===== src/rtl/sseg_pkg.sv =====
// Shared seven-segment definitions: status codes, segment patterns (gfedcba, active-high), digit codes.
// No logic; pure types, constants and helpers.
// Used by both the display driver and the scan decoder.
package sseg_pkg;

    typedef enum logic [1:0] {
        ST_BLANK   = 2'b00,
        ST_DIGIT   = 2'b01,
        ST_MINUS   = 2'b10,
        ST_INVALID = 2'b11
    } sseg_status_e;

    localparam logic [6:0] PAT_0     = 7'h3F;
    localparam logic [6:0] PAT_1     = 7'h06;
    localparam logic [6:0] PAT_2     = 7'h5B;
    localparam logic [6:0] PAT_3     = 7'h4F;
    localparam logic [6:0] PAT_4     = 7'h66;
    localparam logic [6:0] PAT_5     = 7'h6D;
    localparam logic [6:0] PAT_6     = 7'h7D;
    localparam logic [6:0] PAT_7     = 7'h07;
    localparam logic [6:0] PAT_8     = 7'h7F;
    localparam logic [6:0] PAT_9     = 7'h6F;
    localparam logic [6:0] PAT_MINUS = 7'h40;
    localparam logic [6:0] PAT_BLANK = 7'h00;

    localparam logic [3:0] CODE_MINUS = 4'hE;
    localparam logic [3:0] CODE_BLANK = 4'hF;

    typedef struct packed {
        logic [3:0]   code;
        sseg_status_e status;
        logic         dp;
    } slot_t;

    // Driver-side encoder: digit code to pattern; E is minus, anything else non-decimal is blank.
    function automatic logic [6:0] sseg_encode(input logic [3:0] code);
        logic [6:0] pat;
        case (code)
            4'd0:       pat = PAT_0;
            4'd1:       pat = PAT_1;
            4'd2:       pat = PAT_2;
            4'd3:       pat = PAT_3;
            4'd4:       pat = PAT_4;
            4'd5:       pat = PAT_5;
            4'd6:       pat = PAT_6;
            4'd7:       pat = PAT_7;
            4'd8:       pat = PAT_8;
            4'd9:       pat = PAT_9;
            CODE_MINUS: pat = PAT_MINUS;
            default:    pat = PAT_BLANK;
        endcase
        return pat;
    endfunction

    // Decimal contribution of one slot; non-digit slots contribute nothing.
    function automatic logic [13:0] slot_weight(input slot_t s, input logic [13:0] w);
        logic [13:0] r;
        r = '0;
        if (s.status == ST_DIGIT) begin
            r = {10'd0, s.code} * w;
        end
        return r;
    endfunction

endpackage


===== src/rtl/sseg_pattern_decode.sv =====
// Maps a 7-bit active-high gfedcba pattern to a digit code and slot status.
// Latency: combinational.
// Backpressure: none.
module sseg_pattern_decode
    import sseg_pkg::*;
(
    input  logic [6:0]   pattern,
    output logic [3:0]   code,
    output sseg_status_e status
);

    always_comb begin
        code   = CODE_BLANK;
        status = ST_INVALID;
        case (pattern)
            PAT_0:     begin code = 4'd0;       status = ST_DIGIT; end
            PAT_1:     begin code = 4'd1;       status = ST_DIGIT; end
            PAT_2:     begin code = 4'd2;       status = ST_DIGIT; end
            PAT_3:     begin code = 4'd3;       status = ST_DIGIT; end
            PAT_4:     begin code = 4'd4;       status = ST_DIGIT; end
            PAT_5:     begin code = 4'd5;       status = ST_DIGIT; end
            PAT_6:     begin code = 4'd6;       status = ST_DIGIT; end
            PAT_7:     begin code = 4'd7;       status = ST_DIGIT; end
            PAT_8:     begin code = 4'd8;       status = ST_DIGIT; end
            PAT_9:     begin code = 4'd9;       status = ST_DIGIT; end
            PAT_MINUS: begin code = CODE_MINUS; status = ST_MINUS; end
            PAT_BLANK: begin code = CODE_BLANK; status = ST_BLANK; end
            default:   begin code = CODE_BLANK; status = ST_INVALID; end
        endcase
    end

endmodule


===== src/rtl/sseg_scan_decoder.sv =====
// Samples a multiplexed active-low seven-segment bus and reassembles 4-digit frames.
// Latency: 2 + STABLE_CYCLES from pin to capture, publish 1 cycle after the last capture.
// Backpressure: none; outputs hold between frame_valid pulses.
module sseg_scan_decoder
    import sseg_pkg::*;
#(
    parameter int STABLE_CYCLES = 8,
    parameter int IDLE_CYCLES   = 1024
) (
    input  logic        clk,
    input  logic        rst_n,
    input  logic [7:0]  seg,
    input  logic [3:0]  an,
    output logic [15:0] digits,
    output logic [7:0]  status,
    output logic [3:0]  dp,
    output logic [13:0] value,
    output logic        neg,
    output logic        frame_err,
    output logic        frame_valid,
    output logic        an_err,
    output logic        disp_off
);

    localparam int SW = $clog2(STABLE_CYCLES + 1);
    localparam int IW = $clog2(IDLE_CYCLES + 1);
    localparam logic [SW-1:0] STAB_MAX = SW'(STABLE_CYCLES);
    localparam logic [IW-1:0] IDLE_MAX = IW'(IDLE_CYCLES);

    logic [7:0]    seg_s1, seg_s2, seg_prev;
    logic [3:0]    an_s1, an_s2, an_prev;
    logic [SW-1:0] stab_cnt, stab_nxt;
    logic [IW-1:0] idle_cnt, idle_nxt;
    logic          captured, captured_nxt;
    logic [3:0]    seen;
    slot_t [3:0]   slots;

    logic [2:0]    low_cnt;
    logic [1:0]    slot_idx;
    logic          one_low, multi_low, all_high, same;
    logic          capture, publish, idle_hit;

    logic [3:0]    dec_code;
    sseg_status_e  dec_status;

    logic [13:0]   value_calc;
    logic          neg_calc, err_calc;

    sseg_pattern_decode u_decode (
        .pattern (~seg_s2[6:0]),
        .code    (dec_code),
        .status  (dec_status)
    );

    always_comb begin
        low_cnt  = '0;
        slot_idx = '0;
        for (int i = 0; i < 4; i++) begin
            low_cnt = low_cnt + {2'b00, ~an_s2[i]};
            if (!an_s2[i]) begin
                slot_idx = 2'(i);
            end
        end
    end

    assign one_low   = (low_cnt == 3'd1);
    assign multi_low = (low_cnt > 3'd1);
    assign all_high  = (low_cnt == 3'd0);
    assign same      = ({an_s2, seg_s2} == {an_prev, seg_prev});

    // stab_cnt counts consecutive identical candidate samples, the first one included
    always_comb begin
        stab_nxt = '0;
        if (one_low) begin
            if (!same) begin
                stab_nxt = SW'(1);
            end else if (stab_cnt == STAB_MAX) begin
                stab_nxt = stab_cnt;
            end else begin
                stab_nxt = stab_cnt + SW'(1);
            end
        end
    end

    always_comb begin
        idle_nxt = '0;
        if (all_high) begin
            idle_nxt = (idle_cnt == IDLE_MAX) ? idle_cnt : idle_cnt + IW'(1);
        end
    end

    assign idle_hit = (idle_nxt == IDLE_MAX);
    assign capture  = one_low && (stab_nxt == STAB_MAX) && !captured;
    assign publish  = (seen == 4'b1111);

    always_comb begin
        captured_nxt = captured;
        if (idle_hit || !one_low || !same) begin
            captured_nxt = 1'b0;
        end else if (capture) begin
            captured_nxt = 1'b1;
        end
    end

    always_comb begin
        value_calc = slot_weight(slots[3], 14'd1000) + slot_weight(slots[2], 14'd100)
                   + slot_weight(slots[1], 14'd10)   + slot_weight(slots[0], 14'd1);
        neg_calc = 1'b0;
        err_calc = 1'b0;
        for (int i = 0; i < 4; i++) begin
            neg_calc = neg_calc | (slots[i].status == ST_MINUS);
            err_calc = err_calc | (slots[i].status == ST_INVALID);
        end
    end

    always_ff @(posedge clk or negedge rst_n) begin
        if (!rst_n) begin
            seg_s1   <= '1;
            seg_s2   <= '1;
            seg_prev <= '1;
            an_s1    <= '1;
            an_s2    <= '1;
            an_prev  <= '1;
            stab_cnt <= '0;
            idle_cnt <= '0;
            captured <= 1'b0;
            an_err   <= 1'b0;
            disp_off <= 1'b0;
        end else begin
            seg_s1   <= seg;
            seg_s2   <= seg_s1;
            seg_prev <= seg_s2;
            an_s1    <= an;
            an_s2    <= an_s1;
            an_prev  <= an_s2;
            stab_cnt <= stab_nxt;
            idle_cnt <= idle_nxt;
            captured <= captured_nxt;
            an_err   <= multi_low;
            if (idle_hit) begin
                disp_off <= 1'b1;
            end else if (one_low) begin
                disp_off <= 1'b0;
            end
        end
    end

    // Publish reads the slot registers before any same-cycle capture lands
    always_ff @(posedge clk or negedge rst_n) begin
        if (!rst_n) begin
            seen        <= '0;
            slots       <= '0;
            digits      <= '0;
            status      <= '0;
            dp          <= '0;
            value       <= '0;
            neg         <= 1'b0;
            frame_err   <= 1'b0;
            frame_valid <= 1'b0;
        end else begin
            frame_valid <= publish;
            if (capture) begin
                slots[slot_idx] <= '{code: dec_code, status: dec_status, dp: ~seg_s2[7]};
            end
            if (publish) begin
                seen <= capture ? (4'b0001 << slot_idx) : 4'b0000;
            end else if (idle_hit) begin
                seen <= '0;
            end else if (capture) begin
                seen <= seen | (4'b0001 << slot_idx);
            end
            if (publish) begin
                digits    <= {slots[3].code, slots[2].code, slots[1].code, slots[0].code};
                status    <= {slots[3].status, slots[2].status, slots[1].status, slots[0].status};
                dp        <= {slots[3].dp, slots[2].dp, slots[1].dp, slots[0].dp};
                value     <= value_calc;
                neg       <= neg_calc;
                frame_err <= err_calc;
            end
        end
    end

endmodule


===== config.mk =====
export PLATFORM = sky130hd
export DESIGN_NAME = sseg_scan_decoder
export DESIGN_NICKNAME = d
export VERILOG_FILES = /design/src/rtl/sseg_pkg.sv /design/src/rtl/sseg_pattern_decode.sv /design/src/rtl/sseg_scan_decoder.sv
export SDC_FILE = /design/constraint.sdc
export NUM_CORES = 1
export LEC_CHECK = 0
export ABC_AREA = 1
export CORE_UTILIZATION = 32
export DETAILED_ROUTE_END_ITERATION = 12
export MAX_ROUTING_LAYER = met4
export PLACE_DENSITY = 0.55
export SETUP_SLACK_MARGIN = 0.2
export SYNTH_ARGS = -nofsm -noshare
export SYNTH_HDL_FRONTEND = slang
export SYNTH_SLANG_ARGS = --single-unit

===== constraint.sdc =====
create_clock -name clk -period 5.3 [get_ports clk]
set_input_delay 0.53 -clock clk [delete_from_list [all_inputs] [get_ports clk]]
set_output_delay 0.53 -clock clk [all_outputs]
set_load 0.02 [all_outputs]

After elaboration in Yosys (flattened, before gate mapping)
Cells that the tools add are included.
{"block": "totals", "output_inout_bits": 47, "in_bits": 14, "elab_cells": 128, "reg_bits": 131}
{"block": "classes", "reduce_logical": 14, "shift": 1, "n_eq_ne": 30, "mul": 3, "mux": 25, "addsub": 8, "n_bitwise": 13, "magnitude_cmp": 3}
{"cell": "7-bit == test (second input constant)", "count": 8}
{"cell": "4-bit one-hot mux with 11 select lines", "count": 1}
{"cell": "14-bit adder", "count": 3}
{"cell": "11-bit 2-to-1 mux", "count": 3}
{"cell": "4-bit 2-to-1 mux", "count": 8}
{"cell": "28-bit bitwise mux", "count": 1}
{"cell": "11-bit == test (second input constant)", "count": 2}
{"cell": "2-bit == test (second input constant)", "count": 8}
{"cell": "7-bit demux with 2-bit select", "count": 1}
{"cell": "7-bit by 3-bit == test with 1-bit output (second input constant)", "count": 2}
{"cell": "14-bit 2-to-1 mux", "count": 1}
{"cell": "12-bit == test", "count": 1}
{"cell": "4-bit == test (second input constant)", "count": 3}
{"cell": "11-bit by 1-bit adder with 11-bit output (second input constant)", "count": 1}
{"cell": "4-bit by 7-bit multiplier with 11-bit output (second input constant)", "count": 1}
{"cell": "10-bit OR reduction", "count": 1}
{"cell": "4-bit by 5-bit multiplier with 9-bit output (second input constant)", "count": 1}
{"cell": "2-bit by 1-bit == test with 1-bit output (second input constant)", "count": 4}
{"cell": "8-bit 2-to-1 mux", "count": 1}
{"cell": "7-bit by 6-bit == test with 1-bit output (second input constant)", "count": 1}
{"cell": "7-bit logical NOT", "count": 1}
{"cell": "4-bit by 3-bit multiplier with 7-bit output (second input constant)", "count": 1}
{"cell": "7-bit 2-to-1 mux", "count": 1}
{"cell": "7-bit NOT", "count": 1}
{"cell": "other kinds (21)", "count": 41}

Longest topological paths before layout
{"block": "depth", "ltp_word": 12, "mapped_depth": 23, "ltp_nobuf": 23}

Cells and area by module
From an unflattened synthesis, not the netlist that was laid out.
{"block": "hier_totals", "cells_unflattened": 876, "area_unflattened_um2": 7474.7}
{"module": "sseg_scan_decoder", "cells_per_inst": 813, "seq_area_each_um2": 3323.2, "area_each_um2": 7174.4, "n_inst": 1}
{"module": "sseg_pattern_decode", "cells_per_inst": 63, "seq_area_each_um2": 0.0, "area_each_um2": 300.3, "n_inst": 1}

Worst setup path before layout
OpenSTA, ideal clock, no wires.
{"block": "synth_path", "path_kind": "register -> register", "startpoint": "register slots[25] (netlist bit)", "endpoint": "register value[13]", "path_stages_with_launch": 23, "t_arrival_ns": 3.975, "slack_ns": 1.207, "path_cell_list": "dfrtp_1 fa_1 inv_1 fa_1 inv_1 ha_1 nand3_1 nand3_1 nand2_1 inv_1 o21ai_0 nand2_1 o21ai_0 a21oi_1 ha_1 ha_1 inv_1 nor3_1 nand3_1 nand3_1 nand4_1 nand3_1 nand2_1"}
{"block": "synth_between", "elab_chain_len": 5}
{"element": "start: declaration", "line_no": "sseg_scan_decoder.sv:36", "rtl": "slot_t [3:0] slots;"}
{"element": "start signal: indexed assignment", "line_no": "sseg_scan_decoder.sv:163", "rtl": "slots[slot_idx] <= '{code: dec_code, status: dec_status, dp: ~seg_s2[7]};"}
{"element": "4-bit by 7-bit multiplier with 11-bit output", "line_no": "sseg_pkg.sv:60", "rtl": "r = {10'd0, s.code} * w;"}
{"element": "14-bit 2-to-1 mux", "line_no": "sseg_pkg.sv:59", "rtl": "if (s.status == ST_DIGIT) begin"}
{"element": "14-bit adder", "line_no": "sseg_scan_decoder.sv:106", "rtl": "value_calc = slot_weight(slots[3], 14'd1000) + slot_weight(slots[2], 14'd100)"}
{"element": "14-bit adder (2 in a row)", "line_no": "sseg_scan_decoder.sv:107", "rtl": "+ slot_weight(slots[1], 14'd10) + slot_weight(slots[0], 14'd1);"}
{"element": "end signal: assignment", "line_no": "sseg_scan_decoder.sv:176", "rtl": "value <= value_calc;"}
{"element": "end: declaration", "line_no": "sseg_scan_decoder.sv:17", "rtl": "output logic [13:0] value,"}
Every way passes these cells.
A chain may end at the register's enable or synchronous reset.

Worst setup path after layout
Ends and elaborated chain as after synthesis.

==> impl_results.md <==
- Status: finished, final reports clean
- Layout area overhead: 20.75%
- Share of cells above drive strength 1: 10.39%
- Synth Cell Area: 0.007294 mm^2
- Register area: 0.003323 mm^2
- Number of global-route vias before repair: 5431
- DRC viols: 0
- CP startpoint: slots[25]
- Die span in y: 153.0 um
- Total grt overflow: 0
- Ant. Diodes: 0
- Antenna viol nets, final: 0
- Hold crit path type: input port to asynchronous set/reset pin
- Flop2flop setup slack: 820 ps
- Area of the die: 0.02340 mm^2
- Yosys cell types: 36
- CTS buffer count: 17
- Routability Congestion: 0.8107
- Relative slew slack: 27.31%
- GRT Total Usage: 14.87%
- PortBufs: 60
- Most common cell in the netlist: nand2_1
- Max Clock Freq: 0.2230 GHz
- Post-DP HPWL: 11.39 mm
- Maximum vdd ir drop: 0.0001863 V
- Worst slew pin tran: 1080 ps
- Fin crit share: 84.61%
- Mapped Nets: 940
- Clk_lat worst skew: 430 ps
- DR vias/cell: 4.470
- Routed WL: 15.61 mm
- CTS Root Cell: clkbuf_16
- Largest net degree at the start of global routing: 81
- CTS tree: done
- # IOs: 61
- Die Width: 153.0 um
- CTS resizes: 0
- Worst Skew: 11.05 ps
- Crit path arrival time: 4800 ps
- Post-synth top area share: 32.59%
- Drt initial violations: 341
- Synth Area per Inst: 8.572 um^2
- Slew Viols, Final: 0
- First-pass DRT Iterations: 4
- CTS Hold Bufs: 0
- Area occupied by multi-input gates: 0.003411 mm^2
- Fin Setup TNS: 0 ps
- H-tree depth: 4
- Critical R2R Launch: slots[25]
- Total power: 2.332 mW
- Postcts setup bufs: 0
- Fin cells: 1214
- Min Tclk post-route: 4484 ps
- Global-route wire length before repair: 26.76 mm
- Crit path capture type: flop
- Ranking of synthesized cells by area: dfrtp_1 33%, dfstp_2 13%, nand2_1 12%
- Final hold violations: 0
- Primary FF master, synth: dfrtp_1
- Antenna violations before repair: 0
- Nets: 1010
- Leading cell types by count after synthesis: 224 x nand2_1, 131 x inv_1, 95 x dfrtp_1
- Synth Warn #: 0
- Initial core utilization: 33.02%
- Worst EP required: 5610 ps
- Routed wire per std cell: 12.86 um
- Area of the core: 0.02209 mm^2
- Max capacitance violation total: 0
- CP Class: flop to flop
- Deepest clock path buffer count: 2
- Placed insts: 1182
- Synth area leader: dfrtp_1
- Lkg Pwr: 4.432 nW
- Unrepaired setup endpoints after global routing: no
- Row count: 54
- PwrDens: 264.8 mW/mm^2
- CTS sink count: 131
- Vias: 5427
- FILL cells: 2220
- Yosys reg bits: 131
- Ys async rst share: 100.0%
- Setup Viol. Count Final: 0
- Clock-pin slew of the registers on the worst-case setup and hold paths: 60 ps
- Seq/Total Area, Yosys: 45.56%
- Cells after Synth: 851
- Post-synth EDFFs: 0
- CP Max Fanout: 7
- Crit start category: flop
-- area by class of cell --
cell class	instances	share of cell area, %
Multi-Input combinational cell	571	38.72
Sequential cell	131	37.73
Timing Repair Buffer	63	7.088
Inverter	137	5.838
Clock buffer	17	4.830
Tap cell	280	3.977
Clock inverter	15	1.818
-- critical path: stages, from the launching register on --
cell	delay (ps)
dfrtp_1	470
fa_1	650
inv_1	110
fa_1	510
inv_1	40
ha_1	330
nand3_1	100
nand3_1	110
nand2_1	80
inv_1	50
o21ai_0	150
nand2_1	80
o21ai_0	150
a21oi_1	70
ha_1	290
ha_1	350
inv_1	90
nor3_1	250
nand3_1	110
nand3_1	130
nand4_1	100
nand3_1	130
nand2_1	50
-- cell usage in the layout (no fill, tap or decap), types with 13 or more instances in the layout --
cell type and count:
nand3_1 44, dfstp_2 36, fa_1 18, o21ai_0 68, clkdlybuf4s50_1 59, xor2_1 13
dfrtp_1 95, nor2_1 54, nand2_1 224, ha_1 57, a21oi_1 19, inv_1 131
clkbuf_16 17
-- power by group --
part / switching, mW / leakage, nW / total (mW) / internal, mW
Sequential: 0.0153 / 1.70 / 1.05 / 1.03
Combinational: 0.0694 / 2.44 / 0.106 / 0.0370
Clock: 0.513 / 0.290 / 1.18 / 0.667
Total: 0.598 / 4.43 / 2.33 / 1.73
-- flip-flops by register name, summed over array words and instances (netlist names), 8 cells and up --
register / flops
value: 14
idle_cnt: 11
slots: 28
seg_s1: 8
status: 8
seg_prev: 8
seg_s2: 8
digits: 16
-- path summary, 6_finish.rpt --
path                              end  cells past startpoint
max in group asynchronous   slots[12]                      2
hold / removal             digits[14]                      1
min in group clk            seg_s2[7]                      0
hold reg to reg             seg_s2[7]                      0
setup reg to reg            value[13]                     22
setup / recovery            value[13]                     22
-- metal layers --
layer | up-vias | global-route usage, % | wire, um
met5 | - | - | 0
met4 | 0 | 4.762 | 297
met3 | 21 | 3.459 | 405
met2 | 64 | 25.01 | 7561
met1 | 2499 | 17.54 | 7345
li1 | 2843 | - | -
-- cells by family after synthesis --
logic type               synth area share, %
AO/OA/AOI/OAI                          8.319
buffers and inverters                  7.684
XOR/XNOR                               1.681
flip-flops                             45.56
AND/OR/NAND/NOR                        22.04
adder cells (fa/ha/maj)                14.72
-- through the flow --
stage	cell area (um^2)	hold WS (ps)	setup slack, ps	utilization [%]
floorplan	7295	234.4	1207	-
finish	8808	145.7	815.8	39.87
detailed placement	8223	346.8	786.2	37.22
global route	8808	207.8	324.2	39.87
CTS	8808	170.6	800.7	39.87
global placement	8223	346.2	920.0	37.22
Note: power is estimated with default switching activity, not from simulation.
